$ cat src/rtl/smc_pulse_gen.sv
// Multi-channel stepper-motor pulse generator with a small register bus.
// Each channel emits HIGH/LOW step pulses on MNP (forward) or MNM (reverse).
module smc_pulse_gen #(
  parameter int NCH = 12,
  parameter int DW  = 16,
  parameter int AW  = 7
) (
  input  logic           QCLK,
  input  logic           QRESET,
  input  logic           QSEL,
  input  logic           QWRITE,
  input  logic [AW-1:0]  QADDR,
  input  logic [DW-1:0]  QDATAIN,
  output logic [DW-1:0]  QDATAOUT,
  output logic [NCH-1:0] MNP,
  output logic [NCH-1:0] MNM
);

  typedef enum logic [1:0] {IDLE = 2'd0, HIGH = 2'd1, LOW = 2'd2} state_e;

  state_e         state_q  [NCH];
  state_e         state_d  [NCH];
  logic [15:0]    period_q [NCH];
  logic [15:0]    period_d [NCH];
  logic [15:0]    steps_q  [NCH];
  logic [15:0]    steps_d  [NCH];
  logic [15:0]    phase_q  [NCH];
  logic [15:0]    phase_d  [NCH];
  logic [NCH-1:0] dir_q, dir_d, cont_q, cont_d, done_q, done_d;
  logic [DW-1:0]  rdata_q, rdata_d;

  logic [AW-3:0]  ch_idx;
  logic [1:0]     reg_idx;
  logic [15:0]    wdata;
  logic [NCH-1:0] wsel;

  assign ch_idx   = QADDR[AW-1:2];
  assign reg_idx  = QADDR[1:0];
  assign wdata    = QDATAIN[15:0];
  assign QDATAOUT = rdata_q;

  // Out-of-range channel indices match no channel, so writes there fall away.
  always_comb begin
    wsel = '0;
    for (int i = 0; i < NCH; i++) begin
      wsel[i] = QSEL && QWRITE && (int'(ch_idx) == i);
    end
  end

  always_comb begin
    dir_d  = dir_q;
    cont_d = cont_q;
    done_d = done_q;
    for (int i = 0; i < NCH; i++) begin
      state_d[i]  = state_q[i];
      period_d[i] = period_q[i];
      steps_d[i]  = steps_q[i];
      phase_d[i]  = phase_q[i];

      // W1C clear comes before the FSM so a same-edge completion set wins.
      if (wsel[i] && reg_idx == 2'd3 && wdata[1]) begin
        done_d[i] = 1'b0;
      end

      case (state_q[i])
        HIGH: begin
          if (phase_q[i] <= 16'd1) begin
            state_d[i] = LOW;
            phase_d[i] = period_q[i];
          end else begin
            phase_d[i] = phase_q[i] - 16'd1;
          end
        end
        LOW: begin
          if (phase_q[i] <= 16'd1) begin
            phase_d[i] = period_q[i];
            if (cont_q[i]) begin
              state_d[i] = HIGH;
            end else begin
              steps_d[i] = steps_q[i] - 16'd1;
              if (steps_q[i] == 16'd1) begin
                state_d[i] = IDLE;
                done_d[i]  = 1'b1;
              end else begin
                state_d[i] = HIGH;
              end
            end
          end else begin
            phase_d[i] = phase_q[i] - 16'd1;
          end
        end
        default: ;
      endcase

      if (wsel[i]) begin
        case (reg_idx)
          2'd0: begin
            if (state_q[i] == IDLE) begin
              dir_d[i]  = wdata[2];
              cont_d[i] = wdata[3];
            end
            if (wdata[1]) begin
              // Stop aborts immediately, keeping the remaining count and DONE.
              state_d[i] = IDLE;
              steps_d[i] = steps_q[i];
              done_d[i]  = done_q[i];
            end else if (wdata[0] && state_q[i] == IDLE &&
                         (wdata[3] || steps_q[i] != 16'd0)) begin
              state_d[i] = HIGH;
              phase_d[i] = period_q[i];
            end
          end
          2'd1: period_d[i] = wdata;
          2'd2: if (state_q[i] == IDLE) steps_d[i] = wdata;
          default: ;
        endcase
      end
    end
  end

  always_comb begin
    rdata_d = rdata_q;
    if (QSEL && !QWRITE) begin
      rdata_d = '0;
      for (int i = 0; i < NCH; i++) begin
        if (int'(ch_idx) == i) begin
          case (reg_idx)
            2'd0:    rdata_d[3:0]  = {cont_q[i], dir_q[i], 2'b00};
            2'd1:    rdata_d[15:0] = period_q[i];
            2'd2:    rdata_d[15:0] = steps_q[i];
            default: rdata_d[1:0]  = {done_q[i], state_q[i] != IDLE};
          endcase
        end
      end
    end
  end

  always_comb begin
    MNP = '0;
    MNM = '0;
    for (int i = 0; i < NCH; i++) begin
      MNP[i] = (state_q[i] == HIGH) && !dir_q[i];
      MNM[i] = (state_q[i] == HIGH) &&  dir_q[i];
    end
  end

  always_ff @(posedge QCLK or posedge QRESET) begin
    if (QRESET) begin
      for (int i = 0; i < NCH; i++) begin
        state_q[i]  <= IDLE;
        period_q[i] <= '0;
        steps_q[i]  <= '0;
        phase_q[i]  <= '0;
      end
      dir_q   <= '0;
      cont_q  <= '0;
      done_q  <= '0;
      rdata_q <= '0;
    end else begin
      for (int i = 0; i < NCH; i++) begin
        state_q[i]  <= state_d[i];
        period_q[i] <= period_d[i];
        steps_q[i]  <= steps_d[i];
        phase_q[i]  <= phase_d[i];
      end
      dir_q   <= dir_d;
      cont_q  <= cont_d;
      done_q  <= done_d;
      rdata_q <= rdata_d;
    end
  end

endmodule

$ cat config.mk
export PLATFORM = sky130hd
export DESIGN_NAME = smc_pulse_gen
export DESIGN_NICKNAME = d
export VERILOG_FILES = /design/src/rtl/smc_pulse_gen.sv
export SDC_FILE = /design/constraint.sdc
export NUM_CORES = 2
export LEC_CHECK = 0
export ABC_AREA = 1
export BUFFER_PORTS_ARGS = -buffer_cell sky130_fd_sc_hd__buf_2
export CAP_MARGIN = 15
export CORE_ASPECT_RATIO = 0.5
export CORE_MARGIN = 3
export CORE_UTILIZATION = 25
export DETAILED_ROUTE_END_ITERATION = 12
export HOLD_SLACK_MARGIN = 0.12
export PLACE_DENSITY = 0.39
export SLEW_MARGIN = 20
export SYNTH_ARGS = -nofsm -noshare
export SYNTH_HDL_FRONTEND = slang
export SYNTH_SLANG_ARGS = --single-unit
$ cat constraint.sdc
create_clock -name QCLK -period 32 [get_ports QCLK]
set_input_delay 6.4 -clock QCLK [delete_from_list [all_inputs] [get_ports QCLK]]
set_output_delay 6.4 -clock QCLK [all_outputs]
set_load 0.01 [all_outputs]
==> After elaboration in Yosys (flattened, before gate mapping) <==
Cells that the tools add are included.
{ "totals": {"register_bits": 652, "in_bits": 27, "out_inout_bits": 40, "word_cells": 778} }
{ "classes": {"n_lt_le_gt_ge": 12, "addsub": 24, "eq_ne": 62, "n_reduce_logical": 185, "mux": 410} }
{ "ops": {"columns": ["operator", "n"], "rows": [
  ["$mux 16", 158],
  ["$pmux 16 s2", 12],
  ["$sub 16x1->16 const B", 24],
  ["$pmux 12 s2", 12],
  ["$eq 16x1->1 const B", 12],
  ["$le 16x1->1 const B", 12],
  ["$reduce_bool 16->1", 12],
  ["$mux 2", 72],
  ["$pmux 2 s3", 24],
  ["$mux 1", 120],
  ["$logic_and 1x1->1", 86],
  ["$pmux 2 s2", 12],
  ["$ne 3x3->1 const B", 12],
  ["$reduce_and 3->1", 12],
  ["$eq 2x2->1 const B", 14],
  ["$eq 2x1->1 const B", 13],
  ["$logic_not 2->1", 13],
  ["$reduce_and 2->1", 12],
  ["$reduce_bool 2->1", 12],
  ["$reduce_or 2->1", 12],
  ["$eq 5x4->1 const B", 4],
  ["$eq 5x5->1 const B", 4],
  ["$logic_not 1->1", 13],
  ["$logic_or 1x1->1", 12],
  ["3 further kinds", 4]
]} }

==> Depth between registers and ports, before layout <==
{ "depth": {"word_depth": 27, "depth_mapped": 19, "depth_no_buf": 18} }

==> Least setup slack after synthesis <==
Ideal clock, no wire load.
{ "synth_timing": {"path_kind": "input to register", "start": "input QADDR[0]", "end": "register steps_q[87] (netlist name)", "setup_ns": 0.118, "n_path_buf": 4, "t_arrival_ns": 8.106, "required_time_ns": 31.882, "stages": 11, "path_slack_ns": 23.776, "path_cell_list": "inv_1 ha_1 buf_2 inv_1 buf_2 buf_2 nor3_1 inv_1 clkbuf_1 o21ai_0 a21o_1"} }
{ "synth_between": {"elab_chain_cells": 3, "word_cells_on_any_way": 5, "cone_classes": "2 x eq/ne; 2 x mux; 1 x reduce/logical"} }
{ "synth_rtl": {"columns": ["item", "line", "source"], "rows": [
  ["from (decl)", "12", "input logic [AW-1:0] QADDR,"],
  ["$eq 2x2->1 or $logic_not 2->1 (tied branches)", "96", "case (reg_idx)"],
  ["$pmux 16 s2", "96", null],
  ["$mux 16", "95", "if (wsel[i]) begin"],
  ["to (signal, indexed assignment)", "163", "steps_q[i] <= steps_d[i];"],
  ["to (decl)", "25", "logic [15:0] steps_q [NCH];"]
]} }
Several ways; a longest one is shown, not always the timed one.
A chain may end at the register's enable or synchronous reset.

==> Worst setup path in the final report <==
{ "layout_timing": {"start": "input QADDR[1]", "end": "register rdata_q[0] (netlist: QDATAOUT[0])"} }
{ "layout_between": {"elab_chain_cells": 16, "word_cells_on_any_way": 29, "cone_classes": "2 x eq/ne; 26 x mux; 1 x reduce/logical"} }
{ "layout_rtl": {"columns": ["item", "line", "source"], "rows": [
  ["$eq 2x2->1, or another cell as far along", "127", "case (reg_idx)"],
  ["$pmux 2 s3", "127", null],
  ["$mux 16 (3 in series)", "126", "if (int'(ch_idx) == i) begin"],
  ["$mux 16", "123", "if (QSEL && !QWRITE) begin"],
  ["$mux 16 (5 in series)", "126", null],
  ["$mux 16", "123", null],
  ["$mux 16 (3 in series)", "126", null],
  ["$mux 16 (*)", "126", null],
  ["to (signal assigned)", "169", "rdata_q <= rdata_d;"],
  ["to (decl)", "30", "logic [DW-1:0] rdata_q, rdata_d;"]
]} }
Mark *: on every way between the ends. The rest lies on a longest branch, timed or not. The select of a mux whose other input is x is not followed.

==> impl_metrics.json <==
{
  "path_clk_slew_ps": 70,
  "cp.required_ps": 32570,
  "cts_tree": "built",
  "setup_viol": 0,
  "ios": 67,
  "ant_nets": 0,
  "power.total_mw": 2.751,
  "status": "finished clean",
  "finalSetupTns_ps": 0,
  "final.min_clock_period_ps": 9539,
  "min_period_over_period_pct": 29.81,
  "max_stage_delay_ps": 800,
  "hp-class": "reg2reg",
  "vias_per_cell": 5.081,
  "die-width_microns": 588.9,
  "post_drt_wl_per_cell_microns": 23.23,
  "power_density_mw_per_mm2": 57.74,
  "crit_slowest_cell": "buf_4",
  "hold_violations": 0,
  "fmax_ghz": 0.1048,
  "layout.cells.most_common": "nand2_1",
  "postCtsHoldBufs": 0,
  "finalClockSkew_ps": 37.73,
  "cts.sinks": 652,
  "yosysSeqAreaShare_pct": 38.42,
  "cap_viol_max_count": 0,
  "drive_gt1_share_pct": 6.461,
  "vias": 42370,
  "dp_hpwl_microns": 138100,
  "grt_pass1_vias": 40900,
  "die_area_sq_mm": 0.1752,
  "power_leakage_nw": 21.46,
  "die_h_microns": 297.5,
  "drcViolationCount": 0,
  "relSlewSlack_pct": 27.19,
  "grt_usage_pct": 21.50,
  "antenna_found_initial": 31,
  "arrival_ps": 10110,
  "synthArstFlopShare_pct": 100.0,
  "overflow": 0,
  "io_buffers": 66,
  "avgSynthCellArea_sq_um": 7.012,
  "routed_wl_microns": 193700,
  "place.gp.congestion": 0.9156,
  "syn2layout_area_growth_pct": 12.18,
  "cts.repair.resized": 0,
  "cpMostUsedCell": "nor2_1",
  "grt_pass1_wl_microns": 283800,
  "synth_top_flop_cell": "dfrtp_1",
  "post_cts_buffers": 0,
  "mostFrequentLayoutCells": "nand2_1 (1,286), o21ai_0 (778), inv_1 (774), dfrtp_1 (652), nor2_1 (628)",
  "cts-buffers-inserted": 76,
  "synth_cell_types": 70,
  "syn-num-nets": 6173,
  "dr.pass1.iters": 5,
  "tightest_slew_ps": 1088,
  "cp-end-kind": "register",
  "rows": 106,
  "critPathKind": "in2reg",
  "synthesis.instances": 6057,
  "synth_warnings": 0,
  "cp_cell_sequence": "buf_2 > inv_1 > ha_4 > clkinv_2 > buf_4 > o22ai_1 > o21ai_0 > nand4_1 > nor2_1 > nand4_1 > nor2_1 > nor2_1",
  "fin_nets": 6127,
  "synth_edf_count": 0,
  "cts-htree-levels": 3,
  "peakVddDrop_mv": 0.03373,
  "clock-root-buffer": "clkbuf_16",
  "ys_ff_latch": 652,
  "start_util_pct": 25.30,
  "crit_fanout": 65,
  "slew_violations": 0,
  "core-area_sq_mm": 0.1679,
  "grt_max_degree": 131,
  "rsz0062_at_grt": "no",
  "drt_iter0_drc": 3909,
  "critPathLaunchType": "input port",
  "syn_area_sq_mm": 0.04247,
  "clockBufferDepth": 3,
  "clock_latency_ps": 700
}
## per-layer routing
| metal | share of wire (%) | routed length [microns] | track usage, % |
|---|---|---|---|
| met5 | 0.013 | 26 | 0 |
| met4 | 2.8 | 5495 | 5.710 |
| met3 | 6.1 | 11790 | 3.207 |
| met2 | 45 | 86730 | 34.08 |
| met1 | 46 | 89670 | 30.36 |
## registers in the layout, summed over array words and instances, names as in the netlist
| register | count |
|---|---|
| period_q | 192 |
| phase_q | 192 |
| steps_q | 192 |
| state_q | 24 |
| QDATAOUT | 16 |
| cont_q | 12 |
| dir_q | 12 |
| done_q | 12 |
## cell type report
| cell class | instances | area [sq um] |
|---|---|---|
| repair buffers | 126 | 793.3 |
| clock buffers | 104 | 2191 |
| inverters | 824 | 3113 |
| multi-input cells | 4331 | 22090 |
| fillers | 18640 | 120300 |
| clock inverters | 30 | 295.3 |
| diodes | 4 | 10.01 |
| flip-flops and latches | 652 | 16320 |
| well taps | 2268 | 2838 |
## cell families after synthesis
family | share of synthesized area [%]
fa+ha+maj | 2.622
xor+xnor | 4.186
simple gates | 26.37
compound gates | 18.64
flops | 38.42
mux | 0.09722
buf+inv | 9.663
## stage by stage
stage,cells,hold WS (ps),utilization [%],setup WS (ps),cell area (sq um)
after CTS,8335,480.4,28.37,22600,47630
final,8339,477.0,28.37,22460,47640
after detailed placement,8201,466.5,26.89,21880,45140
after global placement,8201,460.0,26.88,21890,45140
after global routing,8335,501.3,28.37,22350,47630
after floorplan,6057,441.9,-,7331,42470
## critical path: cells and delay by family
family                     cells  cell delay, ps
adders and majority gates      1             280
buffers and inverters          4            1420
AOI/OAI and AO/OA              2             980
and+or+nand+nor                5             960
## report_power, final
group | switching [mW] | internal, mW | leakage, nW
clock | 0.408 | 0.513 | 1.23
sequential | 0.118 | 0.951 | 8.12
combinational | 0.503 | 0.258 | 12.1
## final timing paths
| check | start | end | slack, ps | cells after the start |
|---|---|---|---|---|
| max | QADDR[1] | QDATAOUT[0]$_DFFE_PP0P_ | 22460 | 12 |
| min | steps_q[100]$_DFFE_PP0P_ | steps_q[100]$_DFFE_PP0P_ | 480 | 2 |
| max reg2reg | phase_q[48]$_DFF_PP0_ | steps_q[61]$_DFFE_PP0P_ | 29030 | 13 |
| min reg2reg | steps_q[100]$_DFFE_PP0P_ | steps_q[100]$_DFFE_PP0P_ | 480 | 2 |
| max in group asynchronous | QRESET | phase_q[35]$_DFF_PP0_ | 23730 | 4 |
| min in group asynchronous | QRESET | phase_q[180]$_DFF_PP0_ | 5870 | 2 |
## Yosys cell counts, drive strengths merged, types with 3 or more instances
library cell | count | area share, %
o31ai | 11 | 0.19
o2111ai | 4 | 0.082
a21boi | 6 | 0.11
o21bai | 4 | 0.071
nand2 | 1302 | 12
or2 | 17 | 0.25
ha | 89 | 2.6
a31oi | 31 | 0.46
nand3 | 336 | 4.0
clkinv | 14 | 0.12
a21oi | 241 | 2.9
nor4 | 26 | 0.40
o21a | 3 | 0.053
o21ai | 830 | 9.9
nand3b | 4 | 0.071
a22o | 11 | 0.23
a22oi | 6 | 0.11
xnor2 | 15 | 0.31
o221ai | 23 | 0.47
and3 | 7 | 0.11
o41ai | 6 | 0.12
buf | 54 | 0.64
a2111oi | 8 | 0.16
dfrtp | 652 | 38
inv | 810 | 7.2
nand4 | 116 | 1.7
o211ai | 72 | 1.3
a211oi | 13 | 0.23
mux2i | 3 | 0.071
o22ai | 132 | 2.0
a221oi | 3 | 0.062
nor2 | 655 | 6.1
clkbuf | 196 | 1.7
nor3 | 150 | 2.0
xor2 | 188 | 3.9
Power figures use the tool's default switching activity.
